**src/rtl/serial_digit_adder.sv**
```systemverilog
// Multi-cycle adder/subtractor: one DIGIT-bit slice per clock, carry rippled
// through a single registered carry flop, with a start/busy/done handshake.
module serial_digit_adder #(
  parameter int WIDTH = 32,
  parameter int DIGIT = 4
) (
  input  logic             clk,
  input  logic             rst,
  input  logic             start,
  input  logic             sub,
  input  logic [WIDTH-1:0] a,
  input  logic [WIDTH-1:0] b,
  output logic             busy,
  output logic             done,
  output logic [WIDTH-1:0] result,
  output logic             co
);

  localparam int NDIG = WIDTH / DIGIT;
  localparam int CW   = (NDIG > 1) ? $clog2(NDIG) : 1;
  localparam int DW   = DIGIT + 1;

  typedef enum logic [1:0] {
    IDLE = 2'd0,
    RUN  = 2'd1,
    DONE = 2'd2
  } state_t;

  state_t           state_q, state_d;
  logic [WIDTH-1:0] a_q, a_d;
  logic [WIDTH-1:0] b_q, b_d;
  logic [WIDTH-1:0] res_q, res_d;
  logic             carry_q, carry_d;
  logic             mode_q, mode_d;
  logic             co_q, co_d;
  logic [CW-1:0]    cnt_q, cnt_d;

  logic [DIGIT:0]   digit_sum;
  logic [WIDTH-1:0] res_shift;

  assign digit_sum = {1'b0, a_q[DIGIT-1:0]} + {1'b0, b_q[DIGIT-1:0]} + DW'(carry_q);

  // New digits enter at the top so digit 0 ends up at the LSBs after NDIG shifts.
  generate
    if (DIGIT == WIDTH) begin : g_single_digit
      assign res_shift = digit_sum[DIGIT-1:0];
    end else begin : g_multi_digit
      assign res_shift = {digit_sum[DIGIT-1:0], res_q[WIDTH-1:DIGIT]};
    end
  endgenerate

  always_comb begin
    state_d = state_q;
    a_d     = a_q;
    b_d     = b_q;
    res_d   = res_q;
    carry_d = carry_q;
    mode_d  = mode_q;
    co_d    = co_q;
    cnt_d   = cnt_q;
    case (state_q)
      IDLE: begin
        if (start) begin
          // Subtraction is a + ~b + 1, so the carry flop seeds the +1.
          state_d = RUN;
          a_d     = a;
          b_d     = sub ? ~b : b;
          carry_d = sub;
          mode_d  = sub;
          cnt_d   = '0;
        end
      end
      RUN: begin
        a_d     = a_q >> DIGIT;
        b_d     = b_q >> DIGIT;
        res_d   = res_shift;
        carry_d = digit_sum[DIGIT];
        cnt_d   = cnt_q + 1'b1;
        if (cnt_q == CW'(NDIG - 1)) begin
          state_d = DONE;
          co_d    = mode_q ? ~digit_sum[DIGIT] : digit_sum[DIGIT];
        end
      end
      DONE: begin
        state_d = IDLE;
      end
      default: begin
        state_d = IDLE;
      end
    endcase
  end

  always_ff @(posedge clk) begin
    if (rst) begin
      state_q <= IDLE;
      a_q     <= '0;
      b_q     <= '0;
      res_q   <= '0;
      carry_q <= 1'b0;
      mode_q  <= 1'b0;
      co_q    <= 1'b0;
      cnt_q   <= '0;
    end else begin
      state_q <= state_d;
      a_q     <= a_d;
      b_q     <= b_d;
      res_q   <= res_d;
      carry_q <= carry_d;
      mode_q  <= mode_d;
      co_q    <= co_d;
      cnt_q   <= cnt_d;
    end
  end

  assign busy   = (state_q == RUN) || (state_q == DONE);
  assign done   = (state_q == DONE);
  assign result = res_q;
  assign co     = co_q;

endmodule
```
**config.mk**
```make
export PLATFORM = sky130hd
export DESIGN_NAME = serial_digit_adder
export DESIGN_NICKNAME = d
export VERILOG_FILES = /design/src/rtl/serial_digit_adder.sv
export SDC_FILE = /design/constraint.sdc
export NUM_CORES = 1
export LEC_CHECK = 0
export BUFFER_PORTS_ARGS = -buffer_cell sky130_fd_sc_hd__buf_2
export CAP_MARGIN = 5
export CORE_AREA = 2 2 98 100
export CTS_BUF_LIST = sky130_fd_sc_hd__clkbuf_16
export CTS_CLUSTER_SIZE = 24
export DETAILED_ROUTE_END_ITERATION = 10
export DIE_AREA = 0 0 100 102
export GPL_ROUTABILITY_DRIVEN = 0
export PLACE_DENSITY = 0.79
export SYNTH_ARGS = -nofsm -noshare
export SYNTH_HDL_FRONTEND = slang
export SYNTH_SLANG_ARGS = --single-unit
```
**constraint.sdc**
```tcl
create_clock -name clk -period 2.9 [get_ports clk]
set_clock_uncertainty 0.15 [all_clocks]
set_input_delay 0.725 -clock clk [delete_from_list [all_inputs] [get_ports clk]]
set_output_delay 0.725 -clock clk [all_outputs]
set_load 0.01 [all_outputs]
```
==> flow_summary.yaml, run 1 <==
grt:
  grt_max_degree: 53
  grt_pass1_wl_um: 16680
  grt_remaining_overflow: 0
  grtUsageTotal_pct: 19.91
  grt_pass1_vias: 3625
  antenna_found_initial: 0
critical_path:
  ff2ff_path_depth: 6
  worst_ep_arrival_time_ps: 2440
  worstSetupEndpointType: "flop"
  required_ps: 3020
  reg2reg_slack_ps: 570
  critical_path_class: "reg2reg"
  path_max_fanout: 42
  crit_path_start_kind: "flop"
yosys:
  ys.flop_type: "dfxtp_1"
  yosysTopAreaCell: "dfxtp_1"
  yosysSeqAreaShare_pct: 42.07
  synthTopCellsByArea: "dfxtp_1 42%, mux2i_1 12%, a211oi_2 7.1%, nand2_1 6.8%, nor2_1 5.5%"
  syn-num-nets: 627
  synth_cells: 549
  synth_edf_count: 0
  synth_common_cells: "104 x dfxtp_1, 90 x nand2_1, 72 x nor2_1"
  async_flop_share_pct: 0
  yosysMostFrequentCell: "dfxtp_1"
  syn_area_per_cell_um2: 9.014
  synth_top_area_share_pct: 42.07
  synth_area_mm2: 0.004948
  ys_ff_latch: 104
  synth-warning-count: 0
  netlist-cell-type-count: 35
sta:
  tns_ps: 0
  max_freq_mhz: 429.4
  final-setup-viol-count: 0
  rsz0062_at_grt: "no"
  tightest_slew_ps: 943.9
  slew_violations: 0
  hold_violations: 0
  fin_crit_ps: 2329
  holdWs_ps: 301.6
  relSlewSlack_pct: 36.93
  worst_slack_ps: 571.2
  fin_crit_sh_pct: 80.30
floorplanning:
  die_w_um: 100
  die_area_mm2: 0.01020
  start_util_pct: 54.33
  die_h_um: 102
  io_pins: 103
  core.rowCount: 35
  core_area_mm2: 0.009109
clocking:
  postCtsSetupBuffers: 0
  clock-sinks: 104
  ctsHoldBuffers: 0
  clock_path_buffers: 2
  cts_tree: "done"
  cts_buffers: 9
  clk_pin_slew_worst_paths_ps: 60
  cts_htree_levels: 3
  clock_latency_ps: 330
  cts_resized: 0
  cts_root_buf: "clkbuf_16"
detailed_routing:
  drt_pass1_iterations: 4
  viasPerCell: 5.232
  routedWlPerCell_um: 13.66
  ant_nets: 0
  routed_wl_um: 10130
  first_iter_violations: 150
  drc: 0
  vias: 3882
hold_path:
  hold_depth: 2
  hold_path_class: "reg2reg"
placement:
  dp.cells: 726
  post_dp_cell_area_mm2: 0.005426
  place_hpwl_um: 7085
  place_worst_setup_slack_ps: 596.7
  numPortBuffers: 102
pwr:
  peakVddDrop_uv: 350.1
  power_density_mw_per_mm2: 592.7
  cellLeakagePower_uw: 0.002308
run:
  cap_viol_max_count: 0
layout:
  post-route-cell-area_mm2: 0.005714
  diodes: 0
  area_growth_pct: 15.47
  stdcell_count: 742
  n_fill_cell: 809
  multiInputGateArea_mm2: 0.002579
  ff_latch_area_mm2: 0.002082
  drive_gt1_share_pct: 24.88
  fin_nets: 704
outcome:
  outcome: "finished, final reports clean"
report_power, final:
part           internal (µW)  switching (µW)  leakage [µW]
clock                    661             509      0.000138
sequential              1530            60.8      0.000851
combinational            267             358       0.00132
area by class of cell:
class	count	share of cell area, %
clock buffer	9	3.941
clock inverter	7	1.095
sequential	104	36.44
tap	111	2.430
timing repair buffer	111	10.38
inverter	9	0.5912
multi-input combinational	391	45.13
per-layer routing:
| layer | wire length, µm | GRT usage (%) | vias to the layer above |
|---|---|---|---|
| met5 | 0 | 0 | - |
| met2 | 4932 | 34.56 | 91 |
| li1 | - | - | 2002 |
| met3 | 414 | 3.420 | 10 |
| met1 | 4686 | 25.57 | 1779 |
| met4 | 101 | 6.006 | 0 |
worst max-delay path, cell delays in order, from the launching register on:
cell and delay [ps]:
dfxtp_1 360, inv_1 90, ha_4 330, nor2b_1 240, a21oi_4 740, a22oi_1 210, nor2_1 130
metrics by stage:
step                power, µW  util [%]
floorplan                2117         -
global placement         2225     59.57
detailed placement       2250     59.57
CTS                      3420     62.73
global route             3551     62.73
finish                   3387     62.73
sequential cells by signal (all words and copies together), names as in the netlist:
signal	cells
a_q	32
b_q	32
carry_q	1
cnt_q	3
co	1
mode_q	1
result	32
state_q	2
cells by family after synthesis:
logic type,count (synthesis),share of synthesized area (%)
xor gates and xnor gates,34,6.018
buffers and inverters,54,6.068
AOI/OAI and AO/OA,113,16.92
adders and majority gates,10,2.832
and+or+nand+nor,174,13.81
muxes,60,12.29
DFF,104,42.07
layout by cell type, fill, tap and decap left out, drive strengths merged, types with 9 or more instances in the layout:
master and n:
buf 111, dfxtp 104, nand2 90, nor2 72, mux2i 57, a21oi 38
a211oi 31, o21ai 30, xnor2 29, inv 9, clkbuf 9
worst paths after layout:
kind / from / endpoint
setup / recovery: state_q[1]$_SDFFE_PP0P_ / b_q[28]$_SDFFE_PP0P_
hold / removal: b_q[19]$_SDFFE_PP0P_ / b_q[19]$_SDFFE_PP0P_
setup reg to reg: state_q[1]$_SDFFE_PP0P_ / b_q[28]$_SDFFE_PP0P_
hold reg to reg: b_q[19]$_SDFFE_PP0P_ / b_q[19]$_SDFFE_PP0P_
Power figures use the tool's default switching activity.
==> inputs of run 2 (changes only) <==
- ABC_AREA: unset -> 1
- CORE_AREA: 2 2 98 100 -> 2 2 97 99
- DIE_AREA: 0 0 100 102 -> 0 0 99 101
- PLACE_DENSITY: 0.79 -> 0.78
- clock period: 2.9 -> 2.4 ns (I/O delays scaled with it)
==> run 2 against run 1 <==
  * Setup slack worse by 240 ps
  * Synthesized cell count rose by 24%
  * Sequential power up 25%
  * Maximum frequency increased by 12%
  * Combinational power rose by 26%
  * Die area is 2.0% lower
  * Cell count up 18%
  * Global-route usage increased by 2.1 points
  * Cell area shrank 1.5%
  * Critical endpoint is now a_q[29]$_SDFFE_PP0P_
  * Largest power group unchanged
  * Highest routed layer unchanged
==> flow_summary.yaml, run 2 <==
outcome:
  outcome: "finished, final reports clean"
clocking:
  ctsHoldBuffers: 0
  clock-sinks: 104
  cts_resized: 0
  clock_path_buffers: 2
  clk_pin_slew_worst_paths_ps: 70
  cts_root_buf: "clkbuf_16"
  cts_tree: "done"
  cts_htree_levels: 3
  cts_buffers: 9
  postCtsSetupBuffers: 0
  clock_latency_ps: 330
yosys:
  yosysMostFrequentCell: "nand2_1"
  synthAdderAreaFrac_pct: 2.941
  syn-num-nets: 758
  synth_area_mm2: 0.004765
  syn_area_per_cell_um2: 7.007
  synth-compound-area-share_pct: 15.34
  synthSimpleGateAreaFrac_pct: 25.63
  synth_cells: 680
  synth_edf_count: 0
  synth_xor_area_share_pct: 6.066
  yosysSeqAreaShare_pct: 43.70
  async_flop_share_pct: 0
  synth_top_family_by_area: "simple AND/OR/NAND/NOR gates"
  synth-warning-count: 0
  synth_mux_area_share_pct: 0
  synthTopCellsByArea: "dfxtp_1 44%, nand2_1 13%, nor2_1 11%, o21ai_0 9.1%, xor2_1 5.9%"
  synth_top_area_share_pct: 43.70
  yosysTopAreaCell: "dfxtp_1"
  netlist-cell-type-count: 24
  synth_common_cells: "171 x nand2_1, 142 x nor2_1, 104 x dfxtp_1"
  ys_ff_latch: 104
  ys.flop_type: "dfxtp_1"
detailed_routing:
  viasPerCell: 5.133
  routedWlPerCell_um: 12.23
  ant_nets: 0
  drc: 0
  vias: 4476
  first_iter_violations: 247
  routed_wl_um: 10660
  drt_pass1_iterations: 5
critical_path:
  critPathTopFamily: "simple AND/OR/NAND/NOR gates"
  crit_chain: "inv_1 > ha_1 > nand2_1 > nor2_1 > nand2_1 > a21oi_1"
  worstSetupEndpointType: "flop"
  crit_path_start_kind: "flop"
  cp_slowest_stage_delay_ps: 610
  path_max_fanout: 8
  ff2ff_path_depth: 6
  critical_path_class: "reg2reg"
  reg2reg_slack_ps: 330
  cp_common_cell: "nand2_1"
  rr_endpoint: "a_q[29]$_SDFFE_PP0P_"
  path_buf_inv: 1
  worst_ep_arrival_time_ps: 2180
  regToRegStartpoint: "state_q[0]$_SDFFE_PP0P_"
  required_ps: 2510
  crit_slowest_cell: "nor2_1"
sta:
  fin_crit_ps: 2071
  tightest_slew_ps: 732.1
  slew_violations: 0
  rsz0062_at_grt: "no"
  hold_violations: 0
  relSlewSlack_pct: 51.01
  fin_crit_sh_pct: 86.31
  final-setup-viol-count: 0
  tns_ps: 0
  worst_slack_ps: 328.6
  max_freq_mhz: 482.8
placement:
  numPortBuffers: 102
  dp.cells: 856
  place_worst_setup_slack_ps: 355.6
  place_hpwl_um: 7023
floorplanning:
  core_area_mm2: 0.008977
  io_pins: 103
  die_h_um: 101
  die_w_um: 99
  die_area_mm2: 0.009999
  start_util_pct: 53.07
  core.rowCount: 35
pwr:
  cellLeakagePower_uw: 0.002744
  power_density_mw_per_mm2: 751.3
  peakVddDrop_uv: 379.5
grt:
  grtUsageTotal_pct: 22.04
  grt_max_degree: 99
  grt_pass1_wl_um: 18370
  antenna_found_initial: 0
  grt_remaining_overflow: 0
  grt_pass1_vias: 4147
hold_path:
  min_to: "b_q[28]$_SDFFE_PP0P_"
  hold_depth: 2
  hp-start: "b_q[28]$_SDFFE_PP0P_"
  hold_path_class: "reg2reg"
layout:
  stdcell_count: 872
  layout_commonest_cell: "nand2_1"
  diodes: 0
  layout_common_cells: "171 x nand2_1, 142 x nor2_1, 104 x dfxtp_1"
  drive_gt1_share_pct: 17.61
  n_fill_cell: 807
  fin_nets: 834
  fin_util_pct: 62.70
  area_growth_pct: 18.15
run:
  cap_viol_max_count: 0
-- run 2: cell count changes in the layout (fill, tap and decap cells not counted), sizes merged, moves of 7 or more --
| cell | previous run | this run |
|---|---|---|
| nand2 | 90 | 171 |
| nor2 | 72 | 142 |
| o21ai | 30 | 92 |
| mux2i | 57 | 0 |
| a211oi | 31 | 1 |
| xnor2 | 29 | 1 |
| xor2 | 5 | 32 |
| a21oi | 38 | 50 |
| inv | 9 | 20 |
| a22oi | 8 | 0 |
| nand3 | 1 | 8 |
-- run 2: area by class of cell --
type	instances	area (µm²)	share of cell area, %
Inverter	19	73.82	1.311
Clock buffer	9	225.2	4.001
Tap cell	111	138.9	2.467
Timing Repair Buffer	113	643.1	11.42
Multi-Input combinational cell	509	2395	42.54
Sequential cell	104	2082	36.99
Clock inverter	7	71.32	1.267
-- run 2: per-stage QoR --
step	instance area, µm²	total power, µW	hold WS [ps]
3_5_place_dp	5333	2814	308.5
4_1_cts	5629	4257	319.1
2_1_floorplan	4765	2564	290.1
5_1_grt	5629	4459	337.5
6_report	5629	4229	317.8
3_3_place_gp	5333	2786	299.8
-- run 2: kinds of logic after synthesis --
family                     after synthesis
DFF                                    104
AOI/OAI and AO/OA                      144
xor gates and xnor gates                33
buffers and inverters                   67
adders and majority gates               10
and+or+nand+nor                        322
-- run 2: report_power, final --
part	internal, µW	switching [µW]
clock	809	643
sequential	1900	93.6
combinational	301	484
-- run 2: how the worst max path moves through the flow --
| stage | startpoint | end | slack, ps | cells after the start |
|---|---|---|---|---|
| final | state_q[0]$_SDFFE_PP0P_ | a_q[29]$_SDFFE_PP0P_ | 330 | 6 |
| after floorplan | a_q[0]$_SDFFE_PP0P_ | co$_SDFFE_PP0P_ | 560 | 11 |
| after global routing | state_q[0]$_SDFFE_PP0P_ | a_q[29]$_SDFFE_PP0P_ | 160 | 6 |
| after global placement | state_q[0]$_SDFFE_PP0P_ | b_q[16]$_SDFFE_PP0P_ | 470 | 7 |
| after CTS | state_q[0]$_SDFFE_PP0P_ | a_q[29]$_SDFFE_PP0P_ | 340 | 6 |
| after detailed placement | state_q[0]$_SDFFE_PP0P_ | a_q[29]$_SDFFE_PP0P_ | 360 | 6 |
-- run 2: per-layer routing --
metal | global-route usage [%] | up-vias | wire length [µm]
li1 | - | 2307 | -
met4 | 6.217 | 0 | 95
met2 | 38.88 | 95 | 5257
met3 | 2.774 | 8 | 473
met5 | 0 | - | 0
met1 | 28.40 | 2066 | 4838
-- run 2: tightest hold or removal path, delay by kind of cell, from the launching register on --
family	cells	cell delay, ps
flops	1	310
simple gates	1	60
compound gates	1	50
==> inputs of run 3 (changes only) <==
- ABC_AREA: 1 -> unset
- CORE_AREA: 2 2 97 99 -> 2 2 98 100
- DIE_AREA: 0 0 99 101 -> 0 0 100 102
- PLACE_DENSITY: 0.78 -> 0.79
==> run 3 against run 2 <==
  * Wire length shrank 3.6%
  * Combinational power decreased by 2%
  * Largest cell class unchanged
  * Register-to-register slack lost 110 ps
  * Die area grew 2.0%
  * Cell count down 15%
  * Clock power fell by 7%
  * Total power fell by 4.6%
==> flow_summary.yaml, run 3 (synthesis results as in run 1) <==
clocking:
  cts_root_buf: "clkbuf_16"
  clock_path_buffers: 2
  clock_latency_ps: 330
  clk_pin_slew_worst_paths_ps: 70
  ctsHoldBuffers: 0
  cts_htree_levels: 3
  clock-sinks: 104
  cts_buffers: 9
  cts_tree: "done"
  postCtsSetupBuffers: 0
critical_path:
  required_ps: 2510
  worst_ep_arrival_time_ps: 2290
  worstSetupEndpointType: "flop"
  crit_path_start_kind: "flop"
  critical_path_class: "reg2reg"
  path_max_fanout: 34
layout:
  layout_commonest_cell: "dfxtp_1"
  fin_nets: 703
  diodes: 0
  n_fill_cell: 798
  drive_gt1_share_pct: 24.92
  layout_common_cells: "104 x dfxtp_1, 101 x buf_2, 90 x nand2_1"
  area_growth_pct: 15.68
detailed_routing:
  routedWlPerCell_um: 13.87
  ant_nets: 0
  drc: 0
  viasPerCell: 5.335
  vias: 3953
  first_iter_violations: 192
  routed_wl_um: 10280
  drt_pass1_iterations: 5
sta:
  fin_crit_sh_pct: 90.70
  fin_crit_ps: 2177
  relSlewSlack_pct: 53.26
  hold_violations: 0
  slew_violations: 0
  max_freq_mhz: 459.4
  final-setup-viol-count: 0
  rsz0062_at_grt: "no"
  tightest_slew_ps: 698.5
  tns_ps: 0
grt:
  grt_remaining_overflow: 0
  grtUsageTotal_pct: 20.22
  antenna_found_initial: 0
  grt_pass1_vias: 3715
  grt_max_degree: 130
  grt_pass1_wl_um: 16790
pwr:
  cellLeakagePower_uw: 0.002303
  power_density_mw_per_mm2: 705.1
  total_power_uw: 4036
  peakVddDrop_uv: 363.8
floorplanning:
  core.rowCount: 35
  start_util_pct: 54.33
  io_pins: 103
  die_h_um: 102
  die_w_um: 100
  core_area_mm2: 0.009109
  die_area_mm2: 0.01020
run:
  cap_viol_max_count: 0
placement:
  place_hpwl_um: 6900
  numPortBuffers: 102
outcome:
  outcome: "finished, final reports clean"
hold_path:
  hold_path_class: "reg2reg"
[run 3: cell types whose count changed in the layout (fill, tap and decap cells not counted), sizes merged, moves of 11 or more]
cell / before / now
a211oi: 1 / 31
a21oi: 50 / 39
mux2i: 0 / 57
nand2: 171 / 90
nor2: 142 / 72
o21ai: 92 / 30
xnor2: 1 / 29
xor2: 32 / 5
[run 3: critical path: stages, from the launching register on]
cell,delay (ps)
dfxtp_1,350
inv_1,110
ha_1,430
mux2_4,490
buf_4,300
nor2_1,80
a211oi_2,190
[run 3: path summary, 6_finish.rpt]
kind	startpoint	to	slack, ps	cells past startpoint
worst max-delay path	state_q[0]$_SDFFE_PP0P_	a_q[25]$_SDFFE_PP0P_	220	6
worst max register to register	state_q[0]$_SDFFE_PP0P_	a_q[25]$_SDFFE_PP0P_	220	6
worst min register to register	b_q[6]$_SDFFE_PP0P_	b_q[6]$_SDFFE_PP0P_	300	2
worst min-delay path	b_q[6]$_SDFFE_PP0P_	b_q[6]$_SDFFE_PP0P_	300	2
[run 3: what timing repair did]
item / CTS / global route
endpoints found under the setup margin: 0 / 16
hold endpoints to repair: 0 / 0
gates resized for setup: 0 / 1
[run 3: per-stage QoR]
stage                     hold slack (ps)  instance area (µm²)  cells  util, %  worst slack (ps)
after detailed placement            295.2                 5436    724    59.68             212.3
after CTS                           305.1                 5708    740    62.66             165.6
after global routing                318.1                 5724    741    62.84             41.15
after floorplan                     281.9                 4949    549        -             352.3
final                               303.3                 5724    741    62.84             223.3
after global placement              289.2                 5436    724    59.68             287.9
[run 3: report_power, final]
| part | internal (µW) | switching [µW] | leakage, µW | total (µW) |
|---|---|---|---|---|
| clock | 704 | 643 | 0.000131 | 1350 |
| combinational | 326 | 442 | 0.00132 | 768 |
| sequential | 1850 | 70.6 | 0.000851 | 1920 |
| total | 2880 | 1160 | 0.00230 | 4040 |
[run 3: layer usage]
metal	part of all wire, %	vias to the layer above	track usage, %
met5	0	-	0
met4	0.68	0	5.796
met3	3.7	8	3.146
met2	49	97	34.46
met1	46	1840	26.83
li1	-	2008	-
[run 3: area by class of cell]
cell class                 instances  area, µm²  area share, %
timing repair buffer             109      603.1          10.54
sequential                       104       2082          36.37
tap                              111      138.9          2.426
clock buffer                       9      225.2          3.934
clock inverter                     7      46.29         0.8087
multi-input combinational        392       2595          45.33
inverter                           9      33.78         0.5902
